File: config.mk
export PLATFORM = sky130hd
export DESIGN_NAME = bat_register_bank_flat
export DESIGN_NICKNAME = d
export VERILOG_FILES = /design/src/rtl/bat_register_bank_if.sv /design/src/rtl/bat_register_bank.sv /design/src/flat_wrapper.sv
export SDC_FILE = /design/constraint.sdc
export NUM_CORES = 1
export LEC_CHECK = 0
export CAP_MARGIN = 20
export CORE_MARGIN = 5
export CORE_UTILIZATION = 40
export DETAILED_ROUTE_END_ITERATION = 8
export HOLD_SLACK_MARGIN = 0.05
export PLACE_DENSITY = 0.59
export SYNTH_ARGS = -nofsm -noshare
export SYNTH_HDL_FRONTEND = slang
export SYNTH_SLANG_ARGS = --single-unit
export TNS_END_PERCENT = 10
File: constraint.sdc
create_clock -name CLOCK -period 5.1 [get_ports CLOCK]
set_input_delay 1.275 -clock CLOCK [delete_from_list [all_inputs] [get_ports CLOCK]]
set_output_delay 1.275 -clock CLOCK [all_outputs]
set_load 0.01 [all_outputs]
File: src/rtl/bat_register_bank_if.sv
// Bus, ALU-operand and control bundle for bat_register_bank.
// master = controller/bus side, slave = the register bank.
interface bat_register_bank_if #(
  parameter int WIDTH = 16,
  parameter int SEL_W = 3
);
  logic             WR_EN;
  logic [SEL_W-1:0] WR_SEL;
  logic [WIDTH-1:0] BUS_IN;
  logic             RD_EN;
  logic [SEL_W-1:0] RD_SEL;
  logic [WIDTH-1:0] BUS_OUT;
  logic             BUS_DRIVE;
  logic             CNT_EN;
  logic [SEL_W-1:0] CNT_SEL;
  logic             CNT_DIR;
  logic [SEL_W-1:0] A_SEL;
  logic [SEL_W-1:0] B_SEL;
  logic [WIDTH-1:0] A_OUT;
  logic [WIDTH-1:0] B_OUT;
  logic [WIDTH-1:0] OUT;
  logic             OUT_STROBE;
  logic             CNT_WRAP;
  logic             CONFLICT;
  logic             SEL_ERR;
  logic             CLR_ERR;

  modport master (
    output WR_EN, WR_SEL, BUS_IN, RD_EN, RD_SEL, CNT_EN, CNT_SEL, CNT_DIR,
           A_SEL, B_SEL, CLR_ERR,
    input  BUS_OUT, BUS_DRIVE, A_OUT, B_OUT, OUT, OUT_STROBE, CNT_WRAP,
           CONFLICT, SEL_ERR
  );

  modport slave (
    input  WR_EN, WR_SEL, BUS_IN, RD_EN, RD_SEL, CNT_EN, CNT_SEL, CNT_DIR,
           A_SEL, B_SEL, CLR_ERR,
    output BUS_OUT, BUS_DRIVE, A_OUT, B_OUT, OUT, OUT_STROBE, CNT_WRAP,
           CONFLICT, SEL_ERR
  );
endinterface

File: src/rtl/bat_register_bank.sv
// Parametrised register bank: one bus write port, one bus read port, two ALU
// operand ports, per-register up/down counting with wrap pulse, OUT mirror
// with write strobe, and sticky conflict / select-error flags.
module bat_register_bank #(
  parameter int                 WIDTH     = 16,
  parameter int                 NUM_REGS  = 8,
  parameter int                 SEL_W     = 3,
  parameter int                 OUT_IDX   = 7,
  parameter logic [WIDTH-1:0]   RESET_VAL = '0
) (
  input  logic                  CLOCK,
  input  logic                  RESET,
  bat_register_bank_if.slave    bus
);

  // One extra bit so NUM_REGS == 2**SEL_W still compares correctly.
  localparam logic [SEL_W:0] NREGS = (SEL_W+1)'(NUM_REGS);

  logic [WIDTH-1:0] regs [NUM_REGS];

  logic             wr_in, cnt_in, rd_in;
  logic             wr_ok, cnt_ok, conflict_now, sel_err_now;
  logic [WIDTH-1:0] a_val, b_val, rd_val, cnt_cur;
  logic             strobe_q, wrap_q, conflict_q, sel_err_q;

  assign wr_in  = {1'b0, bus.WR_SEL}  < NREGS;
  assign cnt_in = {1'b0, bus.CNT_SEL} < NREGS;
  assign rd_in  = {1'b0, bus.RD_SEL}  < NREGS;

  assign wr_ok        = bus.WR_EN  & wr_in;
  assign cnt_ok       = bus.CNT_EN & cnt_in;
  assign conflict_now = wr_ok & cnt_ok & (bus.WR_SEL == bus.CNT_SEL);
  // Operand selects are free-running and never flag an error.
  assign sel_err_now  = (bus.WR_EN  & ~wr_in) |
                        (bus.CNT_EN & ~cnt_in) |
                        (bus.RD_EN  & ~rd_in);

  // Read muxes; an out-of-range select yields 0.
  always_comb begin
    a_val   = '0;
    b_val   = '0;
    rd_val  = '0;
    cnt_cur = '0;
    for (int i = 0; i < NUM_REGS; i++) begin
      if (bus.A_SEL   == SEL_W'(i)) a_val   = regs[i];
      if (bus.B_SEL   == SEL_W'(i)) b_val   = regs[i];
      if (bus.RD_SEL  == SEL_W'(i)) rd_val  = regs[i];
      if (bus.CNT_SEL == SEL_W'(i)) cnt_cur = regs[i];
    end
  end

  // Register update: write beats count on the same target; flags and pulses.
  always_ff @(posedge CLOCK) begin
    if (RESET) begin
      for (int i = 0; i < NUM_REGS; i++) regs[i] <= RESET_VAL;
      strobe_q   <= 1'b0;
      wrap_q     <= 1'b0;
      conflict_q <= 1'b0;
      sel_err_q  <= 1'b0;
    end else begin
      for (int i = 0; i < NUM_REGS; i++) begin
        if (wr_ok && bus.WR_SEL == SEL_W'(i))
          regs[i] <= bus.BUS_IN;
        else if (cnt_ok && bus.CNT_SEL == SEL_W'(i))
          regs[i] <= bus.CNT_DIR ? regs[i] - 1'b1 : regs[i] + 1'b1;
      end
      strobe_q   <= wr_ok && (bus.WR_SEL == SEL_W'(OUT_IDX));
      wrap_q     <= cnt_ok && !conflict_now &&
                    (bus.CNT_DIR ? (cnt_cur == '0) : (cnt_cur == '1));
      // A new error in the clearing edge still leaves the flag set.
      conflict_q <= conflict_now | (conflict_q & ~bus.CLR_ERR);
      sel_err_q  <= sel_err_now  | (sel_err_q  & ~bus.CLR_ERR);
    end
  end

  assign bus.A_OUT      = a_val;
  assign bus.B_OUT      = b_val;
  assign bus.BUS_DRIVE  = bus.RD_EN & rd_in;
  assign bus.BUS_OUT    = bus.BUS_DRIVE ? rd_val : '0;
  assign bus.OUT        = regs[OUT_IDX];
  assign bus.OUT_STROBE = strobe_q;
  assign bus.CNT_WRAP   = wrap_q;
  assign bus.CONFLICT   = conflict_q;
  assign bus.SEL_ERR    = sel_err_q;

endmodule

File: src/flat_wrapper.sv
// flat-port wrapper written by rule: the top's interface ports become plain ports
module bat_register_bank_flat 
#(
  parameter int                 WIDTH     = 16,
  parameter int                 NUM_REGS  = 8,
  parameter int                 SEL_W     = 3,
  parameter int                 OUT_IDX   = 7,
  parameter logic [WIDTH-1:0]   RESET_VAL = '0
)
  (CLOCK, RESET, bus_WR_EN, bus_WR_SEL, bus_BUS_IN, bus_RD_EN, bus_RD_SEL, bus_CNT_EN, bus_CNT_SEL, bus_CNT_DIR, bus_A_SEL, bus_B_SEL, bus_CLR_ERR, bus_BUS_OUT, bus_BUS_DRIVE, bus_A_OUT, bus_B_OUT, bus_OUT, bus_OUT_STROBE, bus_CNT_WRAP, bus_CONFLICT, bus_SEL_ERR);
  bat_register_bank_if #(.WIDTH(WIDTH), .SEL_W(SEL_W)) bus_i ();
  input  logic CLOCK;
  input  logic RESET;
  input wire logic [$bits(bus_i.WR_EN)-1:0] bus_WR_EN;
  input wire logic [$bits(bus_i.WR_SEL)-1:0] bus_WR_SEL;
  input wire logic [$bits(bus_i.BUS_IN)-1:0] bus_BUS_IN;
  input wire logic [$bits(bus_i.RD_EN)-1:0] bus_RD_EN;
  input wire logic [$bits(bus_i.RD_SEL)-1:0] bus_RD_SEL;
  input wire logic [$bits(bus_i.CNT_EN)-1:0] bus_CNT_EN;
  input wire logic [$bits(bus_i.CNT_SEL)-1:0] bus_CNT_SEL;
  input wire logic [$bits(bus_i.CNT_DIR)-1:0] bus_CNT_DIR;
  input wire logic [$bits(bus_i.A_SEL)-1:0] bus_A_SEL;
  input wire logic [$bits(bus_i.B_SEL)-1:0] bus_B_SEL;
  input wire logic [$bits(bus_i.CLR_ERR)-1:0] bus_CLR_ERR;
  output wire logic [$bits(bus_i.BUS_OUT)-1:0] bus_BUS_OUT;
  output wire logic [$bits(bus_i.BUS_DRIVE)-1:0] bus_BUS_DRIVE;
  output wire logic [$bits(bus_i.A_OUT)-1:0] bus_A_OUT;
  output wire logic [$bits(bus_i.B_OUT)-1:0] bus_B_OUT;
  output wire logic [$bits(bus_i.OUT)-1:0] bus_OUT;
  output wire logic [$bits(bus_i.OUT_STROBE)-1:0] bus_OUT_STROBE;
  output wire logic [$bits(bus_i.CNT_WRAP)-1:0] bus_CNT_WRAP;
  output wire logic [$bits(bus_i.CONFLICT)-1:0] bus_CONFLICT;
  output wire logic [$bits(bus_i.SEL_ERR)-1:0] bus_SEL_ERR;
  assign bus_i.WR_EN = bus_WR_EN;
  assign bus_i.WR_SEL = bus_WR_SEL;
  assign bus_i.BUS_IN = bus_BUS_IN;
  assign bus_i.RD_EN = bus_RD_EN;
  assign bus_i.RD_SEL = bus_RD_SEL;
  assign bus_i.CNT_EN = bus_CNT_EN;
  assign bus_i.CNT_SEL = bus_CNT_SEL;
  assign bus_i.CNT_DIR = bus_CNT_DIR;
  assign bus_i.A_SEL = bus_A_SEL;
  assign bus_i.B_SEL = bus_B_SEL;
  assign bus_i.CLR_ERR = bus_CLR_ERR;
  assign bus_BUS_OUT = bus_i.BUS_OUT;
  assign bus_BUS_DRIVE = bus_i.BUS_DRIVE;
  assign bus_A_OUT = bus_i.A_OUT;
  assign bus_B_OUT = bus_i.B_OUT;
  assign bus_OUT = bus_i.OUT;
  assign bus_OUT_STROBE = bus_i.OUT_STROBE;
  assign bus_CNT_WRAP = bus_i.CNT_WRAP;
  assign bus_CONFLICT = bus_i.CONFLICT;
  assign bus_SEL_ERR = bus_i.SEL_ERR;
  bat_register_bank #(.WIDTH(WIDTH), .NUM_REGS(NUM_REGS), .SEL_W(SEL_W), .OUT_IDX(OUT_IDX), .RESET_VAL(RESET_VAL)) u_core (.CLOCK(CLOCK), .RESET(RESET), .bus(bus_i));
endmodule
; ---- After elaboration in Yosys (flattened, before gate mapping)
; Memories as Yosys holds them, arrays and structs flattened.
; Index checks and enable logic that the tools add are counted.
[word_totals]
reg_bits = 4
ram_bits = 128
inputBits = 38
out_inout_bits = 69
elab_cells = 221
memories = 1
[classes]
add_sub_neg = 16
n_eq_ne = 37
n_mux = 116
bitwise_logic = 22
reduce_logical = 25
[mem_list]
columns = memory, words, width, rd, rd_clocked_by_memory_dff, write_ports, line_no
row1 = u_core.regs, 8, 16, 8, 0, 8, bat_register_bank.sv:19  ; logic [WIDTH-1:0] regs [NUM_REGS];
[ops]
columns = op, n
row1 = two-way mux 16 bit, 57
row2 = adder 16 x 1 -> 16 bit (second input constant), 8
row3 = subtractor 16 x 1 -> 16 bit (second input constant), 8
row4 = equality test 3 bit (second input constant), 20
row5 = two-way mux 1 bit, 59
row6 = equality test 3 x 2 -> 1 bit (second input constant), 10
row7 = logical AND 1 bit, 18
row8 = bitwise OR 1 bit, 17
row9 = equality test 16 bit (second input constant), 1
row10 = zero test 16 bit, 1
row11 = equality test 3 x 1 -> 1 bit (second input constant), 5
row12 = zero test 3 bit, 5
row13 = AND 1 bit, 4
row14 = equality test 3 bit, 1
row15 = zero test 1 bit, 1
row16 = inverter 1 bit, 1

; ---- Logic depth before layout (Yosys ltp)
; Gate-level depths: netlist (run 1).
[logic_depth]
ltp_word = 12
depth_mapped = 12
mapped_depth_nobuf = 11

; ---- Least setup slack after synthesis (run 1)
; Ideal clock, no wire load.
[synth_path]
kind = input port to flip-flop
from = input bus_CNT_DIR
to = memory u_core.regs[6][14] (netlist: u_core.regs[0][110]), data pin
setup_ns = 0.135
arrival_time_ns = 4.155
required_time_ns = 4.965
slack_ns = 0.810
stages = 12
path_buffers = 1
cell_sequence = clkbuf_1 -> inv_1 -> fa_1 -> nor2b_1 -> o21ai_0 -> nand2b_1 -> a311oi_1 -> or3_1 -> a41oi_1 -> a21oi_1 -> or4b_1 -> nand3_1
[synth_lines]
columns = item, line_no
row1 = from (decl), flat_wrapper.sv:21  ; input wire logic [$bits(bus_i.CNT_DIR)-1:0] bus_CNT_DIR;
row2 = to (decl), bat_register_bank.sv:19

; ---- Worst setup path in the final report (run 1)
[layout_path]
from = input bus_RD_SEL[0]
to = output bus_BUS_OUT[2]
[layout_between]
elab_chain_len = 10
elab_cells_between_ends = 17
classes_between = eq/ne: 7 / mux: 9 / reduce/logical: 1
[layout_lines]
columns = item, line_no
row1 = from (decl), flat_wrapper.sv:18  ; input wire logic [$bits(bus_i.RD_SEL)-1:0] bus_RD_SEL;
row2 = zero test 3 bit, bat_register_bank.sv:47  ; if (bus.RD_SEL == SEL_W'(i)) rd_val = regs[i];
row3 = two-way mux 16 bit (7 in series), bat_register_bank.sv:47
row4 = two-way mux 16 bit (*), bat_register_bank.sv:47
row5 = two-way mux 16 bit (*), bat_register_bank.sv:79  ; assign bus.BUS_OUT = bus.BUS_DRIVE ? rd_val : '0;
row6 = to (decl), flat_wrapper.sv:25  ; output wire logic [$bits(bus_i.BUS_OUT)-1:0] bus_BUS_OUT;
; Mark *: on every way between the ends. The rest lies on a longest branch, timed or not.

==> results.md, run 1 <==
- Status: finished, final reports clean
- Die Y: 203.9 µm
- Crit end category: output port
- Register area share after synthesis: 26.10%
- Clock-pin transition on the worst setup and hold timing paths: 60 ps
- Die ar.: 0.04156 mm²
- Sw frac: 37.47%
- Slowest stage delay, CP: 620 ps
- Synth async-reset ratio: 0%
- Endpoints failing setup: 0
- Top Layer Used: met5
- Max cap viols: 0
- Crit Path Category: in -> out
- GRT Resource Usage Total: 31.88%
- Placer's final routability congestion estimate: 1.042
- Worst Tran Pin Value: 1135 ps
- Port bufs: 106
- Library cells used by synthesis: 74
- DRT Wirelength: 68,380 µm
- Final Hold Fails: 0
- Met2 Wirelength: 28,840 µm
- CP Buf/Inv Count: 4
- Synthesized cell area: 0.01503 mm²
- Synthesized area per cell: 8.609 µm²
- Peak fanout along the critical path: 17
- Hold buffer count at CTS: 0
- Ys flop type: edfxtp_1
- Mapped Cells: 1,746
- Hold_ws: 475.6 ps
- Crit path launch type: primary input
- CP top delay family: buffers and inverters
- Slew Limit Fails: 0
- DP Wirelength: 51,390 µm
- Sw power: 1.515 mW
- Design Power: 4.042 mW
- Clock Skews: 16.37 ps
- Crit path time final: 4939 ps
- Top post-synthesis cells by area: edfxtp_1, ha_1, mux4_2
- Share of cells above drive strength 1: 10.65%
- Post-DP Area: 0.01683 mm²
- Synthesized Nets: 1,904
- Max Clk Rate: 202.5 MHz
- Vias per inst: 6.569
- RSZ-0062 raised after global routing: false
- Combinational share of power: 35.2%
- Post-synth EDFFs: 128
- Detailed Route Iter0 Violations: 1,662
- Storage cell area: 0.003924 mm²
- CP Data Required Time: 3830 ps
- Vias in the first global route: 14,340
- Post-DR wirelength/cell: 28.95 µm
- Final period util: 96.85%
- DRC errors left: 0
- Post-synth top cells: o21ai_0, nand2_1, a21oi_1, edfxtp_1, nor2_1
- Synth top area share: 25.57%
- CTS tree: yes
- Largest net degree at the start of global routing: 79
- Setup Buffers After CTS: 0
- Starting Density: 40.19%
- CTS sink count: 132
- Vias: 15,520
- Most frequent cell after synthesis: o21ai_0
- Initial DRT Pass Iterations: 9
- Area of the multi-input gates: 0.01046 mm²
- CTS Buf Count: 17
- Clk root buf: clkbuf_16
- DIE WIDTH: 203.9 µm
- Cell Chain, Critical Path: clkdlybuf4s50_1 -> buf_4 -> nand2b_1 -> buf_4 -> o22ai_1 -> a221oi_1 -> a21boi_0 -> clkdlybuf4s50_1
- Register bit total from synthesis: 132
- Pint: 2.528 mW
- Global-route wire length before repair: 97,540 µm
- Clock Power Share: 27.4%
- Synth area leader: edfxtp_1
- Initial antenna violation count: 4
- Core ar.: 0.03740 mm²
- Flop pwr share: 37.4%
- I/O pin count: 107
- Final nets: 1,995
- P_leak: 6.913 nW
- Max_slew headroom: 24.05%
- Post-route design area: 0.01735 mm²
- Maximum vdd drop: 0.2483 mV
- Worst path slowest cell: clkdlybuf4s50_1
- Clk Latency, worst-skew pair: 450 ps
- Filler cells: 3,637
- GRT overflow: 0
- Yosys warning count: 0
- Tightest Hold Check Type: reg -> reg
- FP Rows: 71
- Cell Pwr Density: 233.0 mW/mm²
- WL met3: 7594 µm
- Clock Tree Buf Depth: 2
- Area Overhead vs Synth: 15.43%
- Wl on met1: 28,410 µm
- CTS H-tree depth: 4
- Critical path arrival: 3660 ps
- Post-DRT Antenna Nets: 0
- Final core utilization: 46.40%
[kinds of logic (layout without fill, tap and decap cells)]
group | count (synthesis) | count (layout) | synth area share, %
fa+ha+maj | 120 | 120 | 10.39
mux | 123 | 123 | 12.05
buf+inv | 154 | 258 | 4.387
other cells | 0 | 1 | 0
simple gates | 510 | 510 | 15.84
flops | 132 | 132 | 26.10
compound gates | 605 | 605 | 25.29
xor+xnor | 102 | 102 | 5.943
[path summary, 6_finish.rpt]
path,from,endpoint,slack [ps],depth (start not counted)
min,u_core.bus.SEL_ERR$_SDFF_PP0_,u_core.bus.SEL_ERR$_SDFF_PP0_,480,1
max,bus_RD_SEL[0],bus_BUS_OUT[2],160,8
max reg2reg,u_core.regs[0][32]$_SDFFCE_PN0P_,u_core.regs[0][46]$_SDFFCE_PN0P_,1790,11
min reg2reg,u_core.bus.SEL_ERR$_SDFF_PP0_,u_core.bus.SEL_ERR$_SDFF_PP0_,480,1
[metal layers]
| metal | vias up | global-route usage, % |
|---|---|---|
| li1 | 6818 | - |
| met1 | 7610 | 44.38 |
| met2 | 906 | 46.97 |
| met3 | 179 | 8.426 |
| met4 | 4 | 13.32 |
| met5 | - | 0 |
[registers in the layout, summed over array words and instances, names as in the netlist]
name / cells
u_core.bus.CNT_WRAP: 1
u_core.bus.CONFLICT: 1
u_core.bus.OUT_STROBE: 1
u_core.bus.SEL_ERR: 1
u_core.regs: 128
[layout make-up]
class / instances / share of cell area [%]
repair buffers: 183 / 9.590
clock inverters: 11 / 0.3678
flip-flops and latches: 132 / 22.61
inverters: 43 / 0.9302
diodes: 1 / 0.01442
clock buffers: 21 / 2.538
well taps: 511 / 3.685
multi-input cells: 1460 / 60.26
[layout by cell type, fill, tap and decap left out, types with 10 or more instances in the layout]
master	instances
a211oi_1	12
a21boi_0	15
a21o_1	30
a21oi_1	143
a221oi_1	24
a22o_1	13
a31oi_1	11
and3_1	18
buf_4	74
clkbuf_16	17
clkdlybuf4s50_1	99
edfxtp_1	128
ha_1	112
inv_1	42
mux2_2	24
mux2i_1	55
mux4_2	44
nand2_1	194
nand2b_1	21
nand3_1	29
nand3b_1	10
nand4_1	10
nor2_1	112
nor2b_1	36
nor3_1	35
o211ai_1	18
o21a_1	20
o21ai_0	197
o22ai_1	35
o31ai_1	10
or3_1	14
xnor2_1	48
xor2_1	54
[through the flow]
stage / worst slack (ps) / instances / setup TNS (ps)
floorplan: 809.8 / 1746 / 0
global placement: -123.2 / 2329 / -650.6
detailed placement: -57.09 / 2329 / -170.8
CTS: 47.07 / 2361 / 0
global route: 42.26 / 2361 / 0
finish: 160.7 / 2362 / 0
[power by group through the flow]
stage | clock, mW | sequential [mW] | combinational, mW
final | 1.11 | 1.51 | 1.42
after global routing | 1.17 | 1.49 | 1.55
after CTS | 1.12 | 1.49 | 1.41
after detailed placement | 0 | 1.51 | 1.40
after global placement | 0 | 1.51 | 1.39
after floorplan | 0 | 1.36 | 0.963
[what timing repair did]
| action | CTS | global route |
|---|---|---|
| setup endpoints to repair | 8 | 5 |
| pin swaps | 0 | 0 |
| gates resized for setup | 1 | 3 |
Power figures use the tool's default switching activity.
==> inputs of run 2 (changes only) <==
ABC_CLOCK_PERIOD_IN_PS = 5100   (was default)
==> results of run 2 <==
Same layout as run 1: the final DEF is identical, and so are final timing and power.
